`config.mk`:
```
export PLATFORM = sky130hd
export DESIGN_NAME = execute_stage
export DESIGN_NICKNAME = d
export VERILOG_FILES = /design/src/rtl/execute_stage.sv
export SDC_FILE = /design/constraint.sdc
export NUM_CORES = 1
export LEC_CHECK = 0
export CAP_MARGIN = 15
export CORE_AREA = 2 2 215 175
export DETAILED_ROUTE_END_ITERATION = 16
export DIE_AREA = 0 0 217 177
export PLACE_DENSITY = 0.66
export SLEW_MARGIN = 20
export SYNTH_ARGS = -nofsm -noshare
export SYNTH_HDL_FRONTEND = slang
export SYNTH_SLANG_ARGS = --single-unit
```
`constraint.sdc`:
```
create_clock -name clk -period 11.2 [get_ports clk]
set_clock_uncertainty 0.2 [all_clocks]
set_input_delay 1.12 -clock clk [delete_from_list [all_inputs] [get_ports clk]]
set_output_delay 1.12 -clock clk [all_outputs]
set_load 0.02 [all_outputs]
```
`src/rtl/execute_stage.sv`:
```
// rtl/execute_stage.sv - RISC execute stage: single-cycle ALU, iterative multiply, held output
//
// Ports:
//   clk, rst_n          clock, asynchronous active-low reset
//   in_valid/in_ready   operation handshake (in_op, in_dest, src1, src2)
//   out_valid/out_ready result handshake (out_dest, out_result)
//   flags               {N,Z,C,V}, updated on the edge a result or CMP is registered
//   busy                multiply iterating; input is blocked
module execute_stage #(
  parameter int MUL_CYCLES = 32
) (
  input  logic        clk,
  input  logic        rst_n,
  input  logic        in_valid,
  output logic        in_ready,
  input  logic [3:0]  in_op,
  input  logic [3:0]  in_dest,
  input  logic [31:0] src1,
  input  logic [31:0] src2,
  output logic        out_valid,
  input  logic        out_ready,
  output logic [3:0]  out_dest,
  output logic [31:0] out_result,
  output logic [3:0]  flags,
  output logic        busy
);

  typedef enum logic {IDLE, MUL} state_t;

  localparam logic [3:0] OP_ADD = 4'd1;
  localparam logic [3:0] OP_SUB = 4'd2;
  localparam logic [3:0] OP_AND = 4'd3;
  localparam logic [3:0] OP_ORR = 4'd4;
  localparam logic [3:0] OP_EOR = 4'd5;
  localparam logic [3:0] OP_MOV = 4'd6;
  localparam logic [3:0] OP_LSL = 4'd7;
  localparam logic [3:0] OP_LSR = 4'd8;
  localparam logic [3:0] OP_ASR = 4'd9;
  localparam logic [3:0] OP_CMP = 4'd10;
  localparam logic [3:0] OP_MUL = 4'd11;

  state_t      state, state_next;
  logic [31:0] mul_a;
  logic [31:0] mul_b;
  logic [31:0] acc;
  logic [31:0] acc_next;
  logic [5:0]  count;
  logic [3:0]  mul_dest;
  logic        mul_last;
  logic        accept;

  logic [32:0] add_w;
  logic [32:0] sub_w;
  logic [4:0]  sh;
  logic [31:0] alu_res;
  logic        alu_load;
  logic        alu_upd_nz;
  logic        alu_upd_cv;
  logic        alu_c;
  logic        alu_v;

  assign in_ready = (state == IDLE) && (!out_valid || out_ready);
  assign accept   = in_valid && in_ready;
  assign busy     = (state == MUL);
  assign mul_last = (count == 6'(MUL_CYCLES - 1));

  // mul_a is pre-shifted and mul_b consumed LSB-first, so the current B bit is
  // always mul_b[0] and the matching shifted A is mul_a.
  assign acc_next = acc + (mul_b[0] ? mul_a : 32'd0);

  // Subtract as A + ~B + 1 so bit 32 is the carry, i.e. 1 means no borrow.
  assign add_w = {1'b0, src1} + {1'b0, src2};
  assign sub_w = {1'b0, src1} + {1'b0, ~src2} + 33'd1;
  assign sh    = src2[4:0];

  always_comb begin
    alu_res    = '0;
    alu_load   = 1'b0;
    alu_upd_nz = 1'b0;
    alu_upd_cv = 1'b0;
    alu_c      = 1'b0;
    alu_v      = 1'b0;
    case (in_op)
      OP_ADD: begin
        alu_res    = add_w[31:0];
        alu_load   = 1'b1;
        alu_upd_nz = 1'b1;
        alu_upd_cv = 1'b1;
        alu_c      = add_w[32];
        alu_v      = (src1[31] == src2[31]) && (add_w[31] != src1[31]);
      end
      OP_SUB, OP_CMP: begin
        alu_res    = sub_w[31:0];
        alu_load   = (in_op == OP_SUB);
        alu_upd_nz = 1'b1;
        alu_upd_cv = 1'b1;
        alu_c      = sub_w[32];
        alu_v      = (src1[31] != src2[31]) && (sub_w[31] != src1[31]);
      end
      OP_AND: begin alu_res = src1 & src2; alu_load = 1'b1; alu_upd_nz = 1'b1; end
      OP_ORR: begin alu_res = src1 | src2; alu_load = 1'b1; alu_upd_nz = 1'b1; end
      OP_EOR: begin alu_res = src1 ^ src2; alu_load = 1'b1; alu_upd_nz = 1'b1; end
      OP_MOV: begin alu_res = src2;        alu_load = 1'b1; alu_upd_nz = 1'b1; end
      OP_LSL: begin alu_res = src1 << sh;  alu_load = 1'b1; alu_upd_nz = 1'b1; end
      OP_LSR: begin alu_res = src1 >> sh;  alu_load = 1'b1; alu_upd_nz = 1'b1; end
      OP_ASR: begin
        alu_res    = 32'($signed(src1) >>> sh);
        alu_load   = 1'b1;
        alu_upd_nz = 1'b1;
      end
      default: begin
        alu_res = '0;
      end
    endcase
  end

  always_comb begin
    state_next = state;
    case (state)
      IDLE: if (accept && in_op == OP_MUL) state_next = MUL;
      MUL:  if (mul_last) state_next = IDLE;
      default: state_next = IDLE;
    endcase
  end

  always_ff @(posedge clk or negedge rst_n) begin
    if (!rst_n) state <= IDLE;
    else        state <= state_next;
  end

  always_ff @(posedge clk or negedge rst_n) begin
    if (!rst_n) begin
      out_valid  <= 1'b0;
      out_result <= '0;
      out_dest   <= '0;
      flags      <= '0;
      mul_a      <= '0;
      mul_b      <= '0;
      acc        <= '0;
      count      <= '0;
      mul_dest   <= '0;
    end else begin
      // Transfer clears out_valid; a result loading below on this edge wins.
      if (out_valid && out_ready) out_valid <= 1'b0;
      case (state)
        IDLE: begin
          if (accept) begin
            if (alu_load) begin
              out_valid  <= 1'b1;
              out_result <= alu_res;
              out_dest   <= in_dest;
            end
            if (alu_upd_nz) flags[3:2] <= {alu_res[31], alu_res == 32'd0};
            if (alu_upd_cv) flags[1:0] <= {alu_c, alu_v};
            if (in_op == OP_MUL) begin
              mul_a    <= src1;
              mul_b    <= src2;
              acc      <= '0;
              count    <= '0;
              mul_dest <= in_dest;
            end
          end
        end
        MUL: begin
          acc   <= acc_next;
          mul_a <= mul_a << 1;
          mul_b <= mul_b >> 1;
          count <= count + 6'd1;
          if (mul_last) begin
            out_valid  <= 1'b1;
            out_result <= acc_next;
            out_dest   <= mul_dest;
            flags[3:2] <= {acc_next[31], acc_next == 32'd0};
          end
        end
        default: begin
          count <= '0;
        end
      endcase
    end
  end

endmodule
```
[After elaboration in Yosys (flattened, before gate mapping)]
Index checks and enable logic that the tools add are counted.
Word-level totals
  bits in registers: 148
  input bits: 76
  output and inout port bits: 43
Cells by class
  add/sub/neg operators: 5
  eq/ne operators: 21
  shift operators: 3
  muxes and demuxes: 40
  bitwise gates (word level): 5
  reduce and logical (&&, ||, !) cells: 19
Operators by type and width (number)
  32-bit two-way mux: 10
  32-bit case mux with 9 select lines: 1
  32-bit case mux with 2 select lines: 4
  32-bit by 32-bit adder with 33-bit output: 2
  32-bit zero test: 2
  33-bit by 1-bit adder with 33-bit output (second input constant): 1
  32-bit adder: 1
  32-bit bitwise AND: 1
  32-bit inverter: 1
  32-bit OR: 1
  32-bit by 5-bit left shift with 32-bit output: 1
  32-bit by 5-bit >> shifter with 32-bit output: 1
  32-bit by 5-bit >>> shifter with 32-bit output: 1
  32-bit bitwise XOR: 1
  4-bit by 3-bit equality test with 1-bit output (second input constant): 4
  4-bit equality test (second input constant): 4
  4-bit two-way mux: 4
  6-bit two-way mux: 2
  6-bit case mux with 2 select lines: 1
  3-bit AND reduction: 4
  1-bit case mux with 2 select lines: 5
  10-bit OR reduction: 1
  4-bit by 2-bit equality test with 1-bit output (second input constant): 2
  1-bit two-way mux: 8
  18 further kinds: 30

[Logic depth before layout (Yosys ltp)]
Gate-level depths: netlist of run 1.
  depth after elaboration: 9
  mapped depth: 16

[Worst setup path before layout of run 1]
No wires, ideal clock.
  kind: input -> register
  from: input src2[2]
  to: register flags[2]
  library setup time: 0.066 ns
  arrival time: 4.742 ns
  required time: 10.934 ns
  slack: 6.193 ns
  cell stages on the path: 16
  buffers on the path: 3
  cells stage by stage: inv_1 -> buf_2 -> buf_1 -> buf_1 -> ha_1 -> nand2b_1 -> a211oi_1 -> a2111oi_2 -> o211a_1 -> o31ai_1 -> a21oi_1 -> and3_1 -> or4_1 -> nor4_1 -> a41oi_1 -> nand2_1
Between the ends
  word-level cells in the longest chain between the ends: 8
  elaborated cells on any way between the ends: 15
  classes of those cells: 3 x add/sub; 3 x shift; 4 x mux; 4 x bitwise; 1 x reduce/logical
Ends and longest elaborated chain
  from (decl): RTL line 19  | input logic [31:0] src2,
  32-bit inverter: RTL line 73  | assign sub_w = {1'b0, src1} + {1'b0, ~src2} + 33'd1;
  32-bit by 32-bit adder with 33-bit output: RTL line 73
  33-bit by 1-bit adder with 33-bit output: RTL line 73
  32-bit case mux with 9 select lines (*): RTL line 83  | case (in_op)
  32-bit zero test (*): RTL line 153  | if (alu_upd_nz) flags[3:2] <= {alu_res[31], alu_res == 32'd0};
  2-bit two-way mux (*): RTL line 153
  4-bit two-way mux (*): RTL line 147  | if (accept) begin
  2-bit case mux with 2 select lines (*): RTL line 145  | case (state)
  to (signal assigned): RTL line 153
  to (signal assigned): RTL line 173  | flags[3:2] <= {acc_next[31], acc_next == 32'd0};
  to (decl): RTL line 24  | output logic [3:0] flags,
Every way passes the cells marked *; elsewhere a longest branch is shown, timed or not. The select of a mux whose other input is x is not followed.
A chain may end at the register's enable or synchronous reset.

[Worst setup path after layout of run 1]
  from: input src1[12]
  to: register flags[2]
Between the ends
  word-level cells in the longest chain between the ends: 7
  elaborated cells on any way between the ends: 14
  classes of those cells: 3 x add/sub; 3 x shift; 4 x mux; 3 x bitwise; 1 x reduce/logical
Ends and longest elaborated chain
  from (decl): RTL line 18  | input logic [31:0] src1,
  32-bit by 32-bit adder with 33-bit output: RTL line 73
  33-bit by 1-bit adder with 33-bit output: RTL line 73
  32-bit case mux with 9 select lines (*): RTL line 83
  32-bit zero test (*): RTL line 153
  2-bit two-way mux (*): RTL line 153
  4-bit two-way mux (*): RTL line 147
  2-bit case mux with 2 select lines (*): RTL line 145
Marks and branches as above.

==> impl_table.tex, run 1 <==
\begin{tabular}{lr}
\hline
Metric & Value \\
\hline
\multicolumn{2}{l}{\textbf{Floorplan}} \\
\quad Chip width & around 220 um \\
\quad Standard-cell row count & 63 \\
\quad Die height & between 150 and 200 um \\
\quad Effective utilization at floorplan & between 40\% and 50\% \\
\quad Core Box Area & between 0.03 and 0.04 mm2 \\
\quad DIE AREA & 0.0384 mm2 \\
\quad IO Count & roughly 120 \\
\multicolumn{2}{l}{\textbf{Timing}} \\
\quad Relative max-transition margin & between 20\% and 30\% \\
\quad Unrepaired setup endpoints after global routing & false \\
\quad Final count of pins violating max slew & 0 \\
\quad Total negative setup slack & 0 ns \\
\quad Number of setup violations in the final report & 0 \\
\quad Post-route clock period utilization & 54.0\% \\
\quad Final count of hold timing violations & 0 \\
\quad Highest clock rate & 165 MHz \\
\quad Clock period minus worst slack & approximately 6.0 ns \\
\quad Transition time of the tightest slew-check pin & 1.19 ns \\
\multicolumn{2}{l}{\textbf{Detailed routing}} \\
\quad Post-route DRC violation count & 0 \\
\quad DRC violation total after the first TritonRoute iteration & between 3,000 and 4,000 \\
\quad Vias per cell & between 7 and 8 \\
\quad Detailed-routing iteration count for the pre-antenna-repair pass & 7 \\
\quad Routed wire length & 82,400 um \\
\quad Total via count after detailed routing & 20,300 \\
\quad Post-DR wirelength/cell & $\sim$29 um \\
\quad Antenna viol nets, final & 0 \\
\multicolumn{2}{l}{\textbf{Logic synthesis}} \\
\quad Post-synthesis average cell area & 7.62 um2 \\
\quad Async SR Flop Fraction & 100\% \\
\quad Number of warning messages in the yosys log & 0 \\
\quad Sequential cell area fraction in the yosys report & between 20\% and 30\% \\
\quad Area share of the largest cell type after synthesis & around a fifth \\
\quad \#FFs+latches synth & between 100 and 150 \\
\quad Number of synthesized flops with an enable pin & 0 \\
\quad Synth unique cells & 84 \\
\quad Synthesized instance count & roughly 2,400 \\
\quad Total standard cell area after synthesis & 0.0180 mm2 \\
\quad Cell taking the most area after synthesis & dfrtp\_1 \\
\quad Syn nets & 2,567 \\
\quad Top FF cell, synth & dfrtp\_1 \\
\quad Synth top area cells & dfrtp\_1, ha\_1, nand2\_1 \\
\multicolumn{2}{l}{\textbf{Clocking}} \\
\quad CTS-repair resized insts & 0 \\
\quad CTS tree & built \\
\quad Buffers from clock root to sink, at most & 2 \\
\quad Number of clock sinks & approximately 150 \\
\quad TritonCTS Buffers & 17 \\
\quad Register clock-pin slew on the reported worst setup and hold paths & 0.07 ns \\
\quad Clock H-tree levels & 4 \\
\quad Setup bufs post-CTS & 0 \\
\quad Number of hold buffers added after CTS & 0 \\
\quad Worst-Skew Late Latency & $\sim$0.48 ns \\
\quad Library cell used as clock root buffer & clkbuf\_16 \\
\multicolumn{2}{l}{\textbf{Global route}} \\
\quad Number of antenna violations at the first check in global routing & 4 \\
\quad Global route overflow & 0 \\
\quad Maximum number of pins on one net before global-route repair & between 70 and 80 \\
\quad First-pass GRT wire length & around 120,000 um \\
\quad Number of global-route vias before repair & around 19,000 \\
\quad Overall routing resource usage & 42.4\% \\
\multicolumn{2}{l}{\textbf{Cells and area}} \\
\quad Share of final-layout standard cells stronger than drive strength 1 & 8.25\% \\
\quad Design area & between 0.02 and 0.025 mm2 \\
\quad Leading cell types in the layout, fill and taps excluded & nand2\_1, a21oi\_1, nor2\_1 \\
\quad Utilization after layout & between 50\% and 60\% \\
\quad Nets@finish & 2,583 \\
\quad Post-Layout Cell Count & approximately 2,900 \\
\quad Most common cell after layout, fill and taps aside & nand2\_1 \\
\quad Syn-to-layout area delta & 11.9\% \\
\multicolumn{2}{l}{\textbf{Pwr}} \\
\quad Switching power & $\sim$1300 uW \\
\quad Fraction of power consumed by the clock network & $\sim$22\% \\
\quad Relative contribution of combinational cells to total power & roughly half \\
\quad Pwr per Cell Area & 148 mW/mm2 \\
\quad Switching fraction of total power & between 40\% and 50\% \\
\quad Internal power summed over all cells & 1620 uW \\
\quad IR drop worst, VDD & between 100 and 150 uV \\
\quad Overall Power & 2970 uW \\
\quad Leakage power & approximately 0.0089 uW \\
\quad Proportion of power drawn by flip-flops and latches & 28.7\% \\
\multicolumn{2}{l}{\textbf{Worst setup path}} \\
\quad Worst endpoint required time & 11.41 ns \\
\quad Category of the critical setup timing path & in2reg \\
\quad Endpoint kind of the worst setup timing path & register \\
\quad Nature of the critical path startpoint & input port \\
\quad Maximum fanout count along the critical path & 15 \\
\quad Arrival time worst endpoint & between 6 and 7 ns \\
\multicolumn{2}{l}{\textbf{Placement}} \\
\quad Placed insts & approximately 2,800 \\
\quad Final GP Congestion & approximately 1.1 \\
\quad Post-detail-place hpwl & roughly 60,000 um \\
\quad Number of port buffers & around 120 \\
\quad Standard cell area after detailed placement & 0.0194 mm2 \\
\multicolumn{2}{l}{\textbf{Run status}} \\
\quad Outcome & complete, no violations \\
\multicolumn{2}{l}{\textbf{Flow run}} \\
\quad Number of violations of the max-capacitance limit & 0 \\
\multicolumn{2}{l}{\textbf{Worst hold path}} \\
\quad Type of the worst min-delay path & reg2reg \\
\hline
\end{tabular}
[cell families (layout without fill, tap and decap cells)]
logic type	Yosys count	count (layout)	share of synthesized area (%)
and+or+nand+nor	836	836	21.6
AOI/OAI and AO/OA	776	776	29.2
buffers and inverters	287	316	6.39
DFF	148	148	20.6
muxes	147	147	11.3
adders and majority gates	132	132	9.32
xor gates and xnor gates	33	33	1.61
other	0	1	0
[synth_stat cells, types with 12 or more instances]
cell type,n
nand2_1,359
ha_1,129
nand2b_1,24
dfrtp_1,148
a31oi_1,25
mux4_2,42
and3_1,18
and2_1,45
nor4_1,15
a21o_1,26
a211oi_1,40
or2_2,12
buf_2,24
nor3_1,49
o221ai_1,16
o211ai_1,22
nand3_1,48
mux2_2,28
nor2_1,171
a22o_1,13
a221oi_1,21
a221o_1,16
inv_1,115
clkbuf_1,124
o21ai_0,144
o21bai_1,17
xnor2_1,20
o22ai_1,41
mux2i_1,77
a21oi_1,173
o31ai_1,19
a22oi_1,82
xor2_1,13
nor2b_1,30
buf_1,13
[state kept, by name (all words and copies together) (netlist names), 4 cells and up]
signal and cells:
acc 32, count 6, flags 4, mul_a 32, mul_b 32, mul_dest 4
out_dest 4, out_result 32
[area by class of cell]
cell class                 instances  area (um2)
antenna                            1        2.50
clock buffer                      18         439
clock inverter                    14         205
fill                            3460       16300
inverter                         117         439
multi-input combinational       1924       13200
sequential                       148        3710
tap                              487         609
timing repair buffer             167        1540
[power groups by stage]
| stage | clock [uW] | combinational (uW) | sequential (uW) |
|---|---|---|---|
| final | 655 | 1460 | 852 |
| after global placement | 0 | 1380 | 847 |
| after global routing | 676 | 1570 | 873 |
| after detailed placement | 0 | 1410 | 857 |
| after CTS | 662 | 1420 | 849 |
| after floorplan | 0 | 852 | 875 |
[metal layers]
metal | vias up | wire length (um) | track usage (%)
met5 | - | 16 | 0
met4 | 2 | 3240 | 15.2
met3 | 238 | 10900 | 12.2
met2 | 1510 | 33300 | 60.6
met1 | 9773 | 35000 | 60.3
li1 | 8767 | - | -
[per-stage QoR]
| stage | hold slack (ns) | setup slack, ns |
|---|---|---|
| 3_5_place_dp | 0.261 | 4.94 |
| 2_1_floorplan | 0.245 | 6.19 |
| 4_1_cts | 0.277 | 5.40 |
| 6_report | 0.277 | 5.15 |
| 5_1_grt | 0.304 | 4.93 |
| 3_3_place_gp | 0.252 | 5.00 |
[final timing paths]
kind | startpoint | to | slack, ns | depth (start not counted)
max in group asynchronous | rst_n | mul_b[12] | 8.86 | 2
min in group asynchronous | rst_n | count[3] | 0.45 | 1
worst min-delay path | out_result[25] | out_result[25] | 0.28 | 2
worst max-delay path | src1[12] | flags[2] | 5.15 | 14
worst min register to register | out_result[25] | out_result[25] | 0.28 | 2
worst max register to register | mul_b[0] | flags[2] | 5.66 | 13
[critical path: stages]
cell and delay (ns):
clkdlybuf4s50_1 0.89, inv_1 0.10, ha_1 0.52, nand2b_1 0.23
a221oi_1 0.42, nor2_1 0.20, a2111oi_0 0.94, a21oi_1 0.20
a221o_1 0.39, a21o_1 0.27, or4_1 0.44, nor3_1 0.27
a41oi_1 0.17, nand2_1 0.08
Power figures use the tool's default switching activity.
==> run 2: changes to the inputs <==
PLACE_DENSITY = 0.68   (was 0.66)
clock period = 5 ns   (was 11.2 ns; I/O delays follow)
==> impl_table.tex, run 2 (synthesis gave the netlist of run 1 again) <==
\begin{tabular}{lr}
\hline
Metric & Value \\
\hline
\multicolumn{2}{l}{\textbf{Detailed routing}} \\
\quad Vias per cell & 6.90 (was 7.05) \\
\quad Detailed-routing iteration count for the pre-antenna-repair pass & 9 (was 7) \\
\quad Post-DR wirelength/cell & 27.9 um (was 28.6 um) \\
\quad Routed wire length & 83,800 um (was 82,400 um) \\
\quad Antenna viol nets, final & 0 (unchanged) \\
\quad Post-route DRC violation count & 0 (unchanged) \\
\quad DRC violation total after the first TritonRoute iteration & 3,375 (was 3,021) \\
\quad Total via count after detailed routing & 20,800 (was 20,300) \\
\multicolumn{2}{l}{\textbf{Cells and area}} \\
\quad Syn-to-layout area delta & 17.1\% (was 11.9\%) \\
\quad Diodes inserted & 0 (was 1) \\
\quad Post-Layout Cell Count & 3,008 (was 2,876) \\
\quad Design area & 0.0210 mm2 (was 0.0201 mm2) \\
\quad Nets@finish & 2,716 (was 2,583) \\
\quad Share of final-layout standard cells stronger than drive strength 1 & 12.9\% (was 8.25\%) \\
\quad Utilization after layout & 57.8\% (was 55.2\%) \\
\quad Most common cell after layout, fill and taps aside & nand2\_1 (unchanged) \\
\quad Leading cell types in the layout, fill and taps excluded & nand2\_1, buf\_4, a21oi\_1 (was nand2\_1, a21oi\_1, nor2\_1) \\
\multicolumn{2}{l}{\textbf{Timing}} \\
\quad Total negative setup slack & 0 ns (unchanged) \\
\quad Highest clock rate & $\sim$200 MHz \\
\quad Final count of pins violating max slew & 0 (unchanged) \\
\quad Post-route clock period utilization & around 100\% \\
\quad Final count of hold timing violations & 0 (unchanged) \\
\quad Clock period minus worst slack & 4.96 ns \\
\quad Transition time of the tightest slew-check pin & 1.04 ns (was 1.19 ns) \\
\quad Relative max-transition margin & 29.1\% (was 20.7\%) \\
\quad Worst hold-check slack & 0.270 ns (was 0.277 ns) \\
\quad Number of setup violations in the final report & 0 (unchanged) \\
\quad Unrepaired setup endpoints after global routing & false (unchanged) \\
\multicolumn{2}{l}{\textbf{Worst hold path}} \\
\quad Type of the worst min-delay path & reg2reg (unchanged) \\
\multicolumn{2}{l}{\textbf{Worst setup path}} \\
\quad Depth of the critical timing path with buffers and inverters included & 14 (unchanged) \\
\quad Critical register-to-register path startpoint & mul\_b[0] (unchanged) \\
\quad Worst endpoint required time & 5.22 ns (was 11.41 ns) \\
\quad Cells along the critical path & and2\_1, ha\_1, and2\_1, nand3\_1, a2111oi\_0, nor3\_1, xnor2\_1, or3\_1, nor4\_1, buf\_4, nand4b\_1, nor4\_1, nand4\_1, nand2\_1 (was clkdlybuf4s50\_1, inv\_1, ha\_1, nand2b\_1, a221oi\_1, nor2\_1, a2111oi\_0, a21oi\_1, a221o\_1, a21o\_1, or4\_1, nor3\_1, a41oi\_1, nand2\_1) \\
\quad Slowest stage cell, crit path & a2111oi\_0 (unchanged) \\
\quad Worst R2R Path Depth & 14 (was 13) \\
\quad Top cell family by delay on the critical path & simple AND/OR/NAND/NOR gates (was compound AO/OA/AOI/OAI gates) \\
\quad Category of the critical setup timing path & reg2reg (was in2reg) \\
\quad Flop2flop setup slack & 0.04 ns (was 5.66 ns) \\
\quad Nature of the critical path startpoint & register (was input port) \\
\quad Arrival time worst endpoint & 5.18 ns (was 6.26 ns) \\
\quad CP Buf/Inv Count & 1 (was 2) \\
\quad Endpoint kind of the worst setup timing path & register (unchanged) \\
\quad Stage delay of the slowest cell on the critical path & 0.96 ns (was 0.94 ns) \\
\quad Capturing instance or port of the critical path & flags[2] (unchanged) \\
\quad Maximum fanout count along the critical path & 19 (was 15) \\
\quad Endpoint of the most critical register-to-register path & flags[2] (unchanged) \\
\quad Startpoint of the most critical setup path & mul\_b[0] (was src1[12]) \\
\multicolumn{2}{l}{\textbf{Global route}} \\
\quad Number of global-route vias before repair & 18,800 (was 18,900) \\
\quad First-pass GRT wire length & 123,000 um (was 122,000 um) \\
\quad Number of antenna violations at the first check in global routing & 4 (unchanged) \\
\quad Maximum number of pins on one net before global-route repair & 88 (was 78) \\
\quad Global route overflow & 0 (unchanged) \\
\quad Overall routing resource usage & 42.8\% (was 42.4\%) \\
\multicolumn{2}{l}{\textbf{Floorplan}} \\
\quad Standard-cell row count & 63 (unchanged) \\
\quad Effective utilization at floorplan & 49.3\% (unchanged) \\
\quad Chip width & 217 um (unchanged) \\
\quad IO Count & 119 (unchanged) \\
\quad Core Box Area & 0.0364 mm2 (unchanged) \\
\quad Die height & 177 um (unchanged) \\
\quad DIE AREA & 0.0384 mm2 (unchanged) \\
\multicolumn{2}{l}{\textbf{Clocking}} \\
\quad Buffers from clock root to sink, at most & 2 (unchanged) \\
\quad Worst-Skew Late Latency & 0.49 ns (was 0.48 ns) \\
\quad TritonCTS Buffers & 17 (unchanged) \\
\quad Setup bufs post-CTS & 0 (unchanged) \\
\quad Clock H-tree levels & 4 (unchanged) \\
\quad Register clock-pin slew on the reported worst setup and hold paths & 0.07 ns (about the same) \\
\quad CTS tree & built (unchanged) \\
\quad Number of clock sinks & 148 (unchanged) \\
\quad Library cell used as clock root buffer & clkbuf\_16 (unchanged) \\
\multicolumn{2}{l}{\textbf{Pwr}} \\
\quad Switching fraction of total power & 46.5\% (was 45.3\%) \\
\quad Internal power summed over all cells & 3630 uW (was 1620 uW) \\
\quad Relative contribution of combinational cells to total power & 52.0\% (was 49.2\%) \\
\quad Fraction of power consumed by the clock network & 20.1\% (was 22.1\%) \\
\quad Leakage power & 0.00948 uW (was 0.00886 uW) \\
\quad Proportion of power drawn by flip-flops and latches & 28.0\% (was 28.7\%) \\
\quad Switching power & 3160 uW (was 1340 uW) \\
\quad IR drop worst, VDD & 343 uV (was 139 uV) \\
\quad Pwr per Cell Area & 322 mW/mm2 (was 148 mW/mm2) \\
\multicolumn{2}{l}{\textbf{Placement}} \\
\quad Number of port buffers & 118 (unchanged) \\
\quad Final GP Congestion & 1.09 (was 1.07) \\
\quad Standard cell area after detailed placement & 0.0204 mm2 (was 0.0194 mm2) \\
\quad Post-detail-place hpwl & 65,600 um (was 61,100 um) \\
\quad Placed insts & 2,975 (was 2,843) \\
\multicolumn{2}{l}{\textbf{Run status}} \\
\quad Outcome & complete, no violations (unchanged) \\
\multicolumn{2}{l}{\textbf{Flow run}} \\
\quad Number of violations of the max-capacitance limit & 0 (unchanged) \\
\hline
\end{tabular}
## run 2: cell count changes in the layout (fill, tap and decap cells not counted), sizes merged
cell,delta
buf,+131
dlygate4sd3,+1
bufinv,-3
inv,+1
diode,-1
clkbuf,-1
clkinvlp,+1
clkdlybuf4s50,+1
clkinv,+2
## run 2: worst min path at each step
stage                         from        endpoint  cells past startpoint
global placement    out_result[25]  out_result[25]                      2
global route        out_result[24]  out_result[24]                      2
floorplan                    rst_n          acc[0]                      0
detailed placement  out_result[24]  out_result[24]                      2
CTS                 out_result[24]  out_result[24]                      2
finish              out_result[24]  out_result[24]                      2
## run 2: repair_timing
item | CTS | global route
resized for setup | 0 | 0
endpoints found under the hold margin | 72 | 0
hold buffers | 1 | 0
## run 2: power by group through the flow
| stage | Combinational (uW) | Clock, uW | Sequential [uW] |
|---|---|---|---|
| 2_1_floorplan | 1910 | 0 | 1960 |
| 3_3_place_gp | 3330 | 0 | 1890 |
| 3_5_place_dp | 3400 | 0 | 1900 |
| 4_1_cts | 3420 | 1370 | 1890 |
| 5_1_grt | 3760 | 1410 | 1940 |
| 6_report | 3520 | 1360 | 1900 |
## run 2: worst reg2reg max path: stages, from the launching register on
cell and delay, ns:
dfrtp_1 0.60, and2_1 0.26, ha_1 0.30, and2_1 0.17
nand3_1 0.17, a2111oi_0 0.96, nor3_1 0.21, xnor2_1 0.22
or3_1 0.39, nor4_1 0.30, buf_4 0.19, nand4b_1 0.21
nor4_1 0.42, nand4_1 0.20, nand2_1 0.11
## run 2: stage by stage
step | total power [uW] | setup slack, ns
global route | 7100 | 0.00841
CTS | 6670 | 0.271
global placement | 5210 | -0.134
finish | 6780 | 0.0381
detailed placement | 5300 | -0.137
floorplan | 3870 | 0.613
## run 2: layout make-up
cell class / instances / area, um2
clock buffers: 17 / 425
well taps: 487 / 609
inverters: 117 / 439
repair buffers: 300 / 2550
clock inverters: 15 / 155
multi-input cells: 1924 / 13100
flip-flops and latches: 148 / 3710
fillers: 3444 / 15400
## run 2: per-layer routing
metal / part of all wire [%] / GRT usage [%] / vias to the layer above
met3: 13 / 12.8 / 242
met2: 40 / 59.4 / 1515
met1: 43 / 61.5 / 9952
met5: 0.033 / 0 / -
li1: - / - / 9046
met4: 4.2 / 17.1 / 4
